File: config.mk
export PLATFORM = sky130hd
export DESIGN_NAME = time_set_ctrl_flat
export DESIGN_NICKNAME = d
export VERILOG_FILES = /design/src/rtl/time_set_if.sv /design/src/rtl/time_set_ctrl.sv /design/src/flat_wrapper.sv
export SDC_FILE = /design/constraint.sdc
export NUM_CORES = 1
export LEC_CHECK = 0
export CAP_MARGIN = 15
export CORE_AREA = 2 2 79 81
export DETAILED_ROUTE_END_ITERATION = 10
export DIE_AREA = 0 0 81 83
export PLACE_DENSITY = 0.82
export SLEW_MARGIN = 20
export SYNTH_ARGS = -nofsm -noshare
export SYNTH_HDL_FRONTEND = slang
export SYNTH_SLANG_ARGS = --single-unit
File: constraint.sdc
create_clock -name clk -period 3.69 [get_ports clk]
set_input_delay 0.738 -clock clk [delete_from_list [all_inputs] [get_ports clk]]
set_output_delay 0.738 -clock clk [all_outputs]
set_load 0.02 [all_outputs]
File: src/rtl/time_set_if.sv
// time_set_if: button/enable inputs and counter-control/display outputs of time_set_ctrl
interface time_set_if;
  logic       mode_p;
  logic       up_p;
  logic       up_lvl;
  logic       en1hz;
  logic       run_en;
  logic       sec_clr;
  logic       min_inc;
  logic       hour_inc;
  logic       carry_inh;
  logic [1:0] mode;
  logic [5:0] blank;
  modport master (
    output mode_p, up_p, up_lvl, en1hz,
    input  run_en, sec_clr, min_inc, hour_inc, carry_inh, mode, blank
  );
  modport slave (
    input  mode_p, up_p, up_lvl, en1hz,
    output run_en, sec_clr, min_inc, hour_inc, carry_inh, mode, blank
  );
endinterface

File: src/rtl/time_set_ctrl.sv
// time_set_ctrl: RUN/SET_HOUR/SET_MIN mode control, auto-repeat increments and set-field blink; clk, async active-low rst, bus (slave)
module time_set_ctrl #(
  parameter int REPEAT_DLY = 25000000,
  parameter int REPEAT_PER = 5000000,
  parameter int BLINK_HALF = 12500000
) (
  input logic   clk,
  input logic   rst,
  time_set_if.slave bus
);
  localparam int RW = $clog2(REPEAT_DLY + 1);
  localparam int BW = $clog2(BLINK_HALF + 1);
  typedef enum logic [1:0] {RUN = 2'b00, SET_HOUR = 2'b01, SET_MIN = 2'b10, BAD = 2'b11} mode_t;
  mode_t         mode_q, mode_d;
  logic [RW-1:0] rpt_q, rpt_d, rpt_nxt;
  logic [BW-1:0] blk_q, blk_d;
  logic          phase_q, phase_d;
  logic          sec_clr_q, sec_clr_d;
  logic          min_inc_q, min_inc_d;
  logic          hour_inc_q, hour_inc_d;
  logic          carry_inh_q, carry_inh_d;
  logic [5:0]    blank_q, blank_d;
  logic          setting, chg, hold, fire, pulse, blk_tc;
  // rpt counts consecutive held cycles with the press cycle as 1; after a repeat
  // it restarts at REPEAT_DLY-REPEAT_PER so the next one lands REPEAT_PER later
  always_comb begin
    setting     = mode_q == SET_HOUR || mode_q == SET_MIN;
    chg         = bus.mode_p || mode_q == BAD;
    hold        = setting && !chg && bus.up_lvl;
    rpt_nxt     = rpt_q + 1'b1;
    fire        = hold && rpt_nxt == RW'(REPEAT_DLY);
    pulse       = setting && !chg && (bus.up_p || fire);
    rpt_d       = !hold ? '0 : bus.up_p ? RW'(1) : fire ? RW'(REPEAT_DLY - REPEAT_PER) : rpt_nxt;
    mode_d      = mode_q == BAD ? RUN : !bus.mode_p ? mode_q : mode_q == RUN ? SET_HOUR : mode_q == SET_HOUR ? SET_MIN : RUN;
    sec_clr_d   = bus.mode_p && mode_q == RUN;
    hour_inc_d  = pulse && mode_q == SET_HOUR;
    min_inc_d   = pulse && mode_q == SET_MIN;
    carry_inh_d = mode_d != RUN;
    blk_tc      = blk_q == BW'(BLINK_HALF - 1);
    blk_d       = (chg || pulse || blk_tc) ? '0 : blk_q + 1'b1;
    phase_d     = (chg || pulse) ? 1'b1 : phase_q ^ blk_tc;
    blank_d     = mode_d == SET_HOUR ? {{2{~phase_d}}, 4'b0} : mode_d == SET_MIN ? {2'b0, {2{~phase_d}}, 2'b0} : 6'b0;
  end
  always_ff @(posedge clk or negedge rst) begin
    if (!rst) begin
      mode_q      <= RUN;
      rpt_q       <= '0;
      blk_q       <= '0;
      phase_q     <= 1'b1;
      sec_clr_q   <= 1'b0;
      min_inc_q   <= 1'b0;
      hour_inc_q  <= 1'b0;
      carry_inh_q <= 1'b0;
      blank_q     <= '0;
    end else begin
      mode_q      <= mode_d;
      rpt_q       <= rpt_d;
      blk_q       <= blk_d;
      phase_q     <= phase_d;
      sec_clr_q   <= sec_clr_d;
      min_inc_q   <= min_inc_d;
      hour_inc_q  <= hour_inc_d;
      carry_inh_q <= carry_inh_d;
      blank_q     <= blank_d;
    end
  end
  assign bus.run_en    = bus.en1hz && mode_q == RUN;
  assign bus.mode      = mode_q;
  assign bus.sec_clr   = sec_clr_q;
  assign bus.min_inc   = min_inc_q;
  assign bus.hour_inc  = hour_inc_q;
  assign bus.carry_inh = carry_inh_q;
  assign bus.blank     = blank_q;
endmodule

File: src/flat_wrapper.sv
// flat-port wrapper written by rule: the top's interface ports become plain ports
module time_set_ctrl_flat 
#(
  parameter int REPEAT_DLY = 25000000,
  parameter int REPEAT_PER = 5000000,
  parameter int BLINK_HALF = 12500000
)
  (clk, rst, bus_mode_p, bus_up_p, bus_up_lvl, bus_en1hz, bus_run_en, bus_sec_clr, bus_min_inc, bus_hour_inc, bus_carry_inh, bus_mode, bus_blank);
  time_set_if bus_i ();
  input logic clk;
  input logic rst;
  input wire logic [$bits(bus_i.mode_p)-1:0] bus_mode_p;
  input wire logic [$bits(bus_i.up_p)-1:0] bus_up_p;
  input wire logic [$bits(bus_i.up_lvl)-1:0] bus_up_lvl;
  input wire logic [$bits(bus_i.en1hz)-1:0] bus_en1hz;
  output wire logic [$bits(bus_i.run_en)-1:0] bus_run_en;
  output wire logic [$bits(bus_i.sec_clr)-1:0] bus_sec_clr;
  output wire logic [$bits(bus_i.min_inc)-1:0] bus_min_inc;
  output wire logic [$bits(bus_i.hour_inc)-1:0] bus_hour_inc;
  output wire logic [$bits(bus_i.carry_inh)-1:0] bus_carry_inh;
  output wire logic [$bits(bus_i.mode)-1:0] bus_mode;
  output wire logic [$bits(bus_i.blank)-1:0] bus_blank;
  assign bus_i.mode_p = bus_mode_p;
  assign bus_i.up_p = bus_up_p;
  assign bus_i.up_lvl = bus_up_lvl;
  assign bus_i.en1hz = bus_en1hz;
  assign bus_run_en = bus_i.run_en;
  assign bus_sec_clr = bus_i.sec_clr;
  assign bus_min_inc = bus_i.min_inc;
  assign bus_hour_inc = bus_i.hour_inc;
  assign bus_carry_inh = bus_i.carry_inh;
  assign bus_mode = bus_i.mode;
  assign bus_blank = bus_i.blank;
  time_set_ctrl #(.REPEAT_DLY(REPEAT_DLY), .REPEAT_PER(REPEAT_PER), .BLINK_HALF(BLINK_HALF)) u_core (.clk(clk), .rst(rst), .bus(bus_i));
endmodule
Word level (Yosys, flattened, before mapping)
Index checks and enable logic that the tools add are counted.
{"block": "word_totals", "regBits": 62, "latch_bits": 0, "ramBits": 0, "romBits": 0, "inputBits": 6, "word_cells": 47, "mem_count": 0}
{"block": "op_classes", "n_addsub": 2, "n_mul": 0, "n_div": 0, "order_cmp": 0, "n_eq_ne": 7, "shift": 0, "n_mux": 11, "bitwise_logic": 2, "n_reduce_logical": 16}
{"operator": "two-way mux 25 bit", "n": 3}
{"operator": "adder 25 x 1 -> 25 bit (second input constant)", "n": 1}
{"operator": "== test 25 bit (second input constant)", "n": 1}
{"operator": "adder 24 x 1 -> 24 bit (second input constant)", "n": 1}
{"operator": "== test 24 bit (second input constant)", "n": 1}
{"operator": "two-way mux 24 bit", "n": 1}
{"operator": "logical AND 1 bit", "n": 8}
{"operator": "two-way mux 2 bit", "n": 4}
{"operator": "== test 2 bit (second input constant)", "n": 3}
{"operator": "two-way mux 6 bit", "n": 1}
{"operator": "logical OR 1 bit", "n": 5}
{"operator": "== test 2 x 1 -> 1 bit (second input constant)", "n": 2}
{"operator": "two-way mux 4 bit", "n": 1}
{"operator": "logical NOT 2 bit", "n": 1}
{"operator": "nonzero test 2 bit", "n": 1}
{"operator": "logical NOT 1 bit", "n": 1}
{"operator": "two-way mux 1 bit", "n": 1}
{"operator": "NOT 1 bit", "n": 1}
{"operator": "bitwise XOR 1 bit", "n": 1}

Longest topological paths before layout
Gate-level depths: netlist (run 1).
{"block": "logic_depth", "ltp_word": 13, "mapped_depth": 12}

Worst setup path before layout (run 1)
Ideal clock, no wire load.
{"block": "synth_timing", "path_kind": "register to register", "start": "register u_core.rpt_q[0]", "end": "register u_core.blk_q[19]", "arrival_time_ns": 2.491, "t_required_ns": 3.622, "path_slack_ns": 1.130, "stages_incl_launch_ff": 13, "n_path_buf": 4, "synth_period_minus_slack_ns": 2.560, "path_cell_list": "dfrtp_1 ha_1 buf_2 and2_1 clkbuf_1 nand4_1 o31a_1 o211ai_1 nor4_4 a211o_1 buf_6 buf_12 nor2_4"}
{"block": "synth_between", "elab_chain_len": 8}
{"item": "start, declared", "line_no": "time_set_ctrl.sv:15", "source": "logic [RW-1:0] rpt_q, rpt_d, rpt_nxt;"}
{"item": "start signal, assigned", "line_no": "time_set_ctrl.sv:57", "source": "rpt_q <= rpt_d;"}
{"item": "adder 25 x 1 -> 25 bit", "line_no": "time_set_ctrl.sv:30", "source": "rpt_nxt = rpt_q + 1'b1;"}
{"item": "== test 25 bit", "line_no": "time_set_ctrl.sv:31", "source": "fire = hold && rpt_nxt == RW'(REPEAT_DLY);"}
{"item": "logical AND 1 bit", "line_no": "time_set_ctrl.sv:31"}
{"item": "logical OR 1 bit", "line_no": "time_set_ctrl.sv:32", "source": "pulse = setting && !chg && (bus.up_p || fire);"}
{"item": "logical AND 1 bit", "line_no": "time_set_ctrl.sv:32"}
{"item": "logical OR 1 bit (2 in series)", "line_no": "time_set_ctrl.sv:40", "source": "blk_d = (chg || pulse || blk_tc) ? '0 : blk_q + 1'b1;"}
{"item": "two-way mux 24 bit", "line_no": "time_set_ctrl.sv:40"}
{"item": "named net u_core.blk_d[19]", "line_no": "time_set_ctrl.sv:16", "source": "logic [BW-1:0] blk_q, blk_d;"}
{"item": "end signal, assigned", "line_no": "time_set_ctrl.sv:58", "source": "blk_q <= blk_d;"}
{"item": "end, declared", "line_no": "time_set_ctrl.sv:16"}
The timed path passes the listed nets, and every way through them passes these cells.

Final worst setup path (run 1)
{"block": "layout_timing", "start": "register u_core.rpt_q[0]", "end": "register u_core.rpt_q[18]"}
{"block": "layout_between", "elab_chain_len": 6}
{"item": "adder 25 x 1 -> 25 bit (*)", "line_no": "time_set_ctrl.sv:30"}
{"item": "== test 25 bit", "line_no": "time_set_ctrl.sv:31"}
{"item": "logical AND 1 bit", "line_no": "time_set_ctrl.sv:31"}
{"item": "two-way mux 25 bit (*) (3 in series)", "line_no": "time_set_ctrl.sv:33", "source": "rpt_d = !hold ? '0 : bus.up_p ? RW'(1) : fire ? RW'(REPEAT_DLY - REPEAT_PER) : rpt_nxt;"}
{"item": "named net u_core.rpt_d[18]", "line_no": "time_set_ctrl.sv:15"}
Mark *: on every way through the listed nets, which the timed path passes. The rest lies on a longest branch.

==> impl_metrics.json, run 1 <==
{
  "drt_pass1_iterations": 4,
  "synth.distinct_cells": 54,
  "synth_top_family_by_area": "simple AND/OR/NAND/NOR gates",
  "ys_async_sr_fraction": 1.000,
  "drive_gt1_frac": 0.1008,
  "status": "completed",
  "critPathSlowestCell": "dfrtp_1",
  "cts_root_buf": "clkbuf_8",
  "finalSetupViolCount": 0,
  "slew_headroom": 0.4507,
  "power_density_mw_per_mm2": 422.4,
  "post_cts_buffers": 0,
  "start_util": 0.5839,
  "cts_max_level": 3,
  "yosys.area.top_type": "dfrtp_1",
  "max_stage_delay_ns": 0.56,
  "slew_violations": 0,
  "cp_data_arrival_time_ns": 3.44,
  "critPathKind": "flop to flop",
  "reg2reg_depth": 8,
  "synth-xor-area-share": 0.1212,
  "syn-cell-area_mm2": 0.003396,
  "core_mm2": 0.005816,
  "finalClockSkew_ns": 0.008609,
  "synth_edf_count": 0,
  "rows": 28,
  "vdd_drop_max_mv": 0.4205,
  "post_drt_via_cell_ratio": 5.808,
  "internal_power_mw": 1.088,
  "hold_violations": 0,
  "p_sw_uw": 480.8,
  "portBuffers": 16,
  "clockPowerShare": 0.356,
  "worst_slew_pin_slew_ns": 0.8164,
  "ios": 19,
  "power_frac_seq": 0.456,
  "grt_usage": 0.2297,
  "synth_top_area_frac": 0.4200,
  "antenna_cells": 0,
  "max-clock-path-buffers": 2,
  "synth-simple-area-share": 0.2962,
  "antenna_found_initial": 0,
  "hpwl_um": 4775,
  "final_common_cell": "dfrtp_1",
  "synth_area_leaders": "dfrtp_1 42%, xor2_1 6.7%, xnor2_1 5.4%",
  "synth_cells": 352,
  "drt-total-wl_um": 6870,
  "grt_overflow_total": 0,
  "postLayoutCoreUtil": 0.6386,
  "hold_class": "input pin to asynchronous set/reset pin",
  "hold_buffers": 0,
  "worstSkewPairLatency_ns": 0.35,
  "synth_flop_cell": "dfrtp_1",
  "p_leak_nw": 1.534,
  "synth_compound_area_frac": 0.06927,
  "via_count": 2567,
  "ys_ff_latch": 58,
  "seq_area_frac_synth": 0.4278,
  "synth_mux_area_frac": 0.002948,
  "post_cts_resized": 0,
  "cts_tree": "done",
  "grt_pass1_vias": 2552,
  "synth_adder_area_share": 0.02579,
  "detail-route-antenna-nets": 0,
  "areaGrowthSynthToFinish_pct": 9.359,
  "path_clk_slew_ns": 0.06,
  "nets": 375,
  "die_w_um": 81,
  "end_kind": "flop",
  "timing.rr.end": "u_core.rpt_q[18]$_DFF_PN0_",
  "switching_share": 0.3065,
  "numCtsBuffers": 9,
  "grt_pass1_wl_um": 11950,
  "start_kind": "flop",
  "drc_errors": 0,
  "grt_start_max_net_pins": 36,
  "power_mw": 1.569,
  "dr.first_iter.drc_count": 230,
  "gp_congestion": 0.8702,
  "finalCriticalPeriod_ns": 3.204,
  "ys_warn_count": 0,
  "combPwrFrac": 0.187,
  "layout_common_cells": "57 x dfrtp_1, 44 x nor2_1, 26 x xor2_1",
  "drv_cap": 0,
  "path_max_fanout": 13,
  "r2r-start": "u_core.rpt_q[0]$_DFF_PN0_",
  "rsz0062_at_grt": "false",
  "totalNegativeSetupSlack_ns": 0,
  "wl_per_cell_um": 15.54,
  "avgSynthCellArea_um2": 9.647,
  "die_area_mm2": 0.006723,
  "r2r_slack_ns": 0.49,
  "critical_path.cell_chain": "ha_1 -> and2_1 -> nand4_1 -> nor4_1 -> o211ai_1 -> nor4_4 -> a21o_1 -> o21ba_2",
  "cts.sinks": 58,
  "timing.fmax_mhz": 312.1,
  "period_share": 0.8682,
  "die_h_um": 83,
  "worstPathRequired_ns": 3.93
}
sequential cells by signal (all words and copies together) (netlist names):
register and cells:
u_core.bus.mode 2, u_core.phase_q 1, u_core.bus.carry_inh 1, u_core.bus.min_inc 1, u_core.bus.hour_inc 1, u_core.bus.blank 2
u_core.rpt_q 25, u_core.bus.sec_clr 1, u_core.blk_q 24
through the flow:
stage,area [um^2],hold slack (ns),std cells,worst slack (ns)
after floorplan,3400,0.4424,353,1.130
after global placement,3527,0.4795,426,0.6198
after CTS,3714,0.3710,442,0.5321
final,3714,0.3624,442,0.4863
after detailed placement,3527,0.4896,426,0.5678
after global routing,3714,0.4040,442,0.3121
cells by family (layout without fill, tap and decap cells):
family / count (synthesis) / count (layout)
muxes: 1 / 1
other: 1 / 2
AOI/OAI and AO/OA: 32 / 32
DFF: 58 / 58
and+or+nand+nor: 173 / 173
buffers and inverters: 33 / 47
adders and majority gates: 7 / 7
xor gates and xnor gates: 47 / 47
worst max-delay path: cells and delay by family (launching register included):
| family | cells | cell delay, ns |
|---|---|---|
| AO/OA/AOI/OAI | 3 | 0.87 |
| flip-flops | 1 | 0.56 |
| adder cells (fa/ha/maj) | 1 | 0.51 |
| AND/OR/NAND/NOR | 4 | 1.16 |
power by group through the flow:
stage	clock network, mW	registers (mW)	logic [mW]
detailed placement	0	0.724	0.292
global route	0.595	0.721	0.324
global placement	0	0.723	0.288
floorplan	0	0.742	0.176
CTS	0.568	0.714	0.300
finish	0.559	0.716	0.294
worst max-delay path by stage:
stage               slack (ns)                       from                          to  depth (start not counted)
global route              0.31  u_core.rpt_q[0]$_DFF_PN0_  u_core.blk_q[23]$_DFF_PN0_                          9
CTS                       0.53  u_core.rpt_q[0]$_DFF_PN0_  u_core.blk_q[14]$_DFF_PN0_                          9
global placement          0.62                 bus_mode_p  u_core.rpt_q[18]$_DFF_PN0_                          8
detailed placement        0.57                 bus_mode_p  u_core.rpt_q[18]$_DFF_PN0_                          8
finish                    0.49  u_core.rpt_q[0]$_DFF_PN0_  u_core.rpt_q[18]$_DFF_PN0_                          8
floorplan                 1.13  u_core.rpt_q[0]$_DFF_PN0_  u_core.blk_q[19]$_DFF_PN0_                         12
cell usage after synthesis, drive strengths merged (2+ instances only):
cell type,n
a21oi,9
nor3,4
inv,12
a311oi,2
o21ba,2
clkbuf,3
and2,11
nor2b,3
nor2,54
dfrtp,57
ha,7
nand4b,2
o211ai,2
xor2,26
buf,18
nand3,24
nand2,25
and4,7
nor4,10
and3,10
nand4,18
a211oi,3
xnor2,21
final cells by class:
type                       count  area, um^2
clock buffer                  11       131.4
sequential                    58        1453
fill                         501        2102
clock inverter                 5       55.05
inverter                      12       45.04
multi-input combinational    262        1758
tap                           75       93.84
timing repair buffer          19       177.7
routing by layer:
metal	track usage	wire length [um]	vias to the layer above	part of all wire
li1	-	-	1237	-
met1	0.3155	3085	1252	0.45
met5	0	0	-	0
met2	0.3449	3264	71	0.48
met3	0.07391	430	7	0.063
met4	0.07396	90	0	0.013
Power figures use the tool's default switching activity.
==> inputs of run 2 (changes only) <==
--- a/config.mk
+++ b/config.mk
@@ -9,6 +9,7 @@
 export CORE_AREA = 2 2 79 81
 export DETAILED_ROUTE_END_ITERATION = 10
 export DIE_AREA = 0 0 81 83
+export GPL_TIMING_DRIVEN = 1
 export PLACE_DENSITY = 0.82
 export SLEW_MARGIN = 20
 export SYNTH_ARGS = -nofsm -noshare
==> results of run 2 <==
Same layout as run 1: the final DEF is identical, and so are final timing and power.
==> inputs of run 3 (changes only) <==
--- a/config.mk
+++ b/config.mk
@@ -5,12 +5,12 @@
 export SDC_FILE = /design/constraint.sdc
 export NUM_CORES = 1
 export LEC_CHECK = 0
-export CAP_MARGIN = 15
-export CORE_AREA = 2 2 79 81
+export CAP_MARGIN = 20
+export CORE_AREA = 2 2 83 85
 export DETAILED_ROUTE_END_ITERATION = 10
-export DIE_AREA = 0 0 81 83
+export DIE_AREA = 0 0 85 87
 export GPL_TIMING_DRIVEN = 1
-export PLACE_DENSITY = 0.82
+export PLACE_DENSITY = 0.78
 export SLEW_MARGIN = 20
 export SYNTH_ARGS = -nofsm -noshare
 export SYNTH_HDL_FRONTEND = slang
==> constraint.sdc (replaced) <==
create_clock -name clk -period 2.9 [get_ports clk]
set_input_delay 0.58 -clock clk [delete_from_list [all_inputs] [get_ports clk]]
set_output_delay 0.58 -clock clk [all_outputs]
set_load 0.02 [all_outputs]
==> impl_metrics.json, run 3 (synthesis results as in run 1) <==
{
  "start_kind": "flop",
  "hold_violations": 0,
  "critical-path-top-delay-family": "compound AO/OA/AOI/OAI gates",
  "hold_buffers": 0,
  "antenna_found_initial": 0,
  "multi_input_area_mm2": 0.001758,
  "worstSkewPairLatency_ns": 0.33,
  "worst_slew_pin_slew_ns": 0.5403,
  "end_kind": "flop",
  "drc_errors": 0,
  "finalClockSkew_ns": 0.009478,
  "timing.fmax_mhz": 370.8,
  "grt_overflow_total": 0,
  "drive_gt1_frac": 0.1296,
  "critPathSlowestCell": "ha_1",
  "cp_num_buf_inv": 1,
  "die_area_mm2": 0.007395,
  "cts_tree": "done",
  "hpwl_um": 4820,
  "dr.first_iter.drc_count": 164,
  "register_area_mm2": 0.001453,
  "numPlacedInstances": 442,
  "rsz0062_at_grt": "false",
  "areaGrowthSynthToFinish_pct": 12.68,
  "finalCriticalPeriod_ns": 2.697,
  "grt_pass1_vias": 2458,
  "largest_register_ffs": 25,
  "drt_pass1_iterations": 4,
  "gp_congestion": 0.9503,
  "cts_root_buf": "clkbuf_8",
  "worstSetupPathDepth": 9,
  "detail-route-antenna-nets": 0,
  "core_mm2": 0.006569,
  "reg2reg_depth": 9,
  "reg_top3": "u_core.rpt_q: 25 flops, u_core.blk_q: 24 flops",
  "fin_cells": 458,
  "via_count": 2550,
  "cp_data_arrival_time_ns": 2.92,
  "totalNegativeSetupSlack_ns": 0,
  "hold_class": "input pin to asynchronous set/reset pin",
  "power_density_mw_per_mm2": 528.3,
  "layout_common_cells": "57 x dfrtp_1, 44 x nor2_1, 26 x xor2_1",
  "path_max_fanout": 18,
  "vdd_drop_max_mv": 0.5491,
  "start_util": 0.5170,
  "cts_max_level": 3,
  "final_common_cell": "dfrtp_1",
  "max-clock-path-buffers": 2,
  "critPathKind": "flop to flop",
  "wl_per_cell_um": 14.46,
  "critical_path.cell_chain": "ha_1 -> and2_1 -> nand3_1 -> o41ai_1 -> a21boi_0 -> and3_1 -> a211o_1 -> buf_12 -> nor2_1",
  "numCtsBuffers": 9,
  "nets": 386,
  "fill_cells": 557,
  "antenna_cells": 0,
  "rows": 30,
  "path_clk_slew_ns": 0.07,
  "ios": 19,
  "die_h_um": 87,
  "cts.sinks": 58,
  "slew_violations": 0,
  "max_stage_delay_ns": 0.42,
  "status": "completed",
  "post_cts_buffers": 0,
  "grt_pass1_wl_um": 11190,
  "finalSetupViolCount": 0,
  "worstPathRequired_ns": 3.12,
  "grt_usage": 0.1888,
  "largest-register": "u_core.rpt_q",
  "drt-total-wl_um": 6622,
  "grt_start_max_net_pins": 46,
  "portBuffers": 16,
  "slew_headroom": 0.6371,
  "post_drt_via_cell_ratio": 5.568,
  "p_leak_nw": 1.599,
  "postLayoutCoreUtil": 0.5825,
  "post_cts_resized": 0,
  "drv_cap": 0,
  "period_share": 0.9300,
  "die_w_um": 85
}
==> run 3: cell types whose count changed in the layout (fill, tap and decap cells not counted) <==
| cell | change |
|---|---|
| buf_4 | +11 |
| clkinv_2 | -1 |
| clkinv_4 | +2 |
| clkbuf_1 | -1 |
| buf_12 | +1 |
| buf_2 | -1 |
==> run 3: per-stage QoR <==
stage | setup WS [ns] | area (um^2) | total power [mW] | hold WS [ns]
2_1_floorplan | 0.3402 | 3400 | 1.169 | 0.2844
4_1_cts | 0.2239 | 3824 | 2.047 | 0.4297
6_report | 0.2031 | 3826 | 2.021 | 0.2406
3_5_place_dp | 0.1555 | 3628 | 1.319 | 0.4936
5_1_grt | 0.01880 | 3826 | 2.125 | 0.2858
3_3_place_gp | 0.2246 | 3628 | 1.307 | 0.4852
==> run 3: layer usage <==
layer	share of wire	GRT usage	routed length, um	up-vias
met2	0.46	0.3040	3062	65
met4	0.024	0.09668	157	0
met1	0.48	0.2479	3146	1214
met3	0.039	0.02844	256	13
li1	-	-	-	1258
met5	0	0	0	-
==> run 3: final timing paths <==
kind	from	to	slack, ns
min in group clk	u_core.blk_q[0]$_DFF_PN0_	u_core.blk_q[0]$_DFF_PN0_	0.50
worst min-delay path	rst	u_core.rpt_q[3]$_DFF_PN0_	0.24
worst min register to register	u_core.blk_q[0]$_DFF_PN0_	u_core.blk_q[0]$_DFF_PN0_	0.50
worst max register to register	u_core.rpt_q[1]$_DFF_PN0_	u_core.blk_q[11]$_DFF_PN0_	0.20
worst max-delay path	u_core.rpt_q[1]$_DFF_PN0_	u_core.blk_q[11]$_DFF_PN0_	0.20
max in group asynchronous	rst	u_core.blk_q[2]$_DFF_PN0_	2.14
==> run 3: cell type report <==
type	count	share of cell area
clock buffers	10	0.03336
clock inverters	6	0.01766
inverters	12	0.01177
multi-input cells	262	0.4595
flip-flops and latches	58	0.3797
well taps	80	0.02616
repair buffers	30	0.07194
==> run 3: power by group <==
| group | switching (mW) | total, mW | internal, mW |
|---|---|---|---|
| logic | 0.243 | 0.407 | 0.164 |
| registers | 0.0403 | 0.895 | 0.855 |
| clock network | 0.322 | 0.719 | 0.398 |
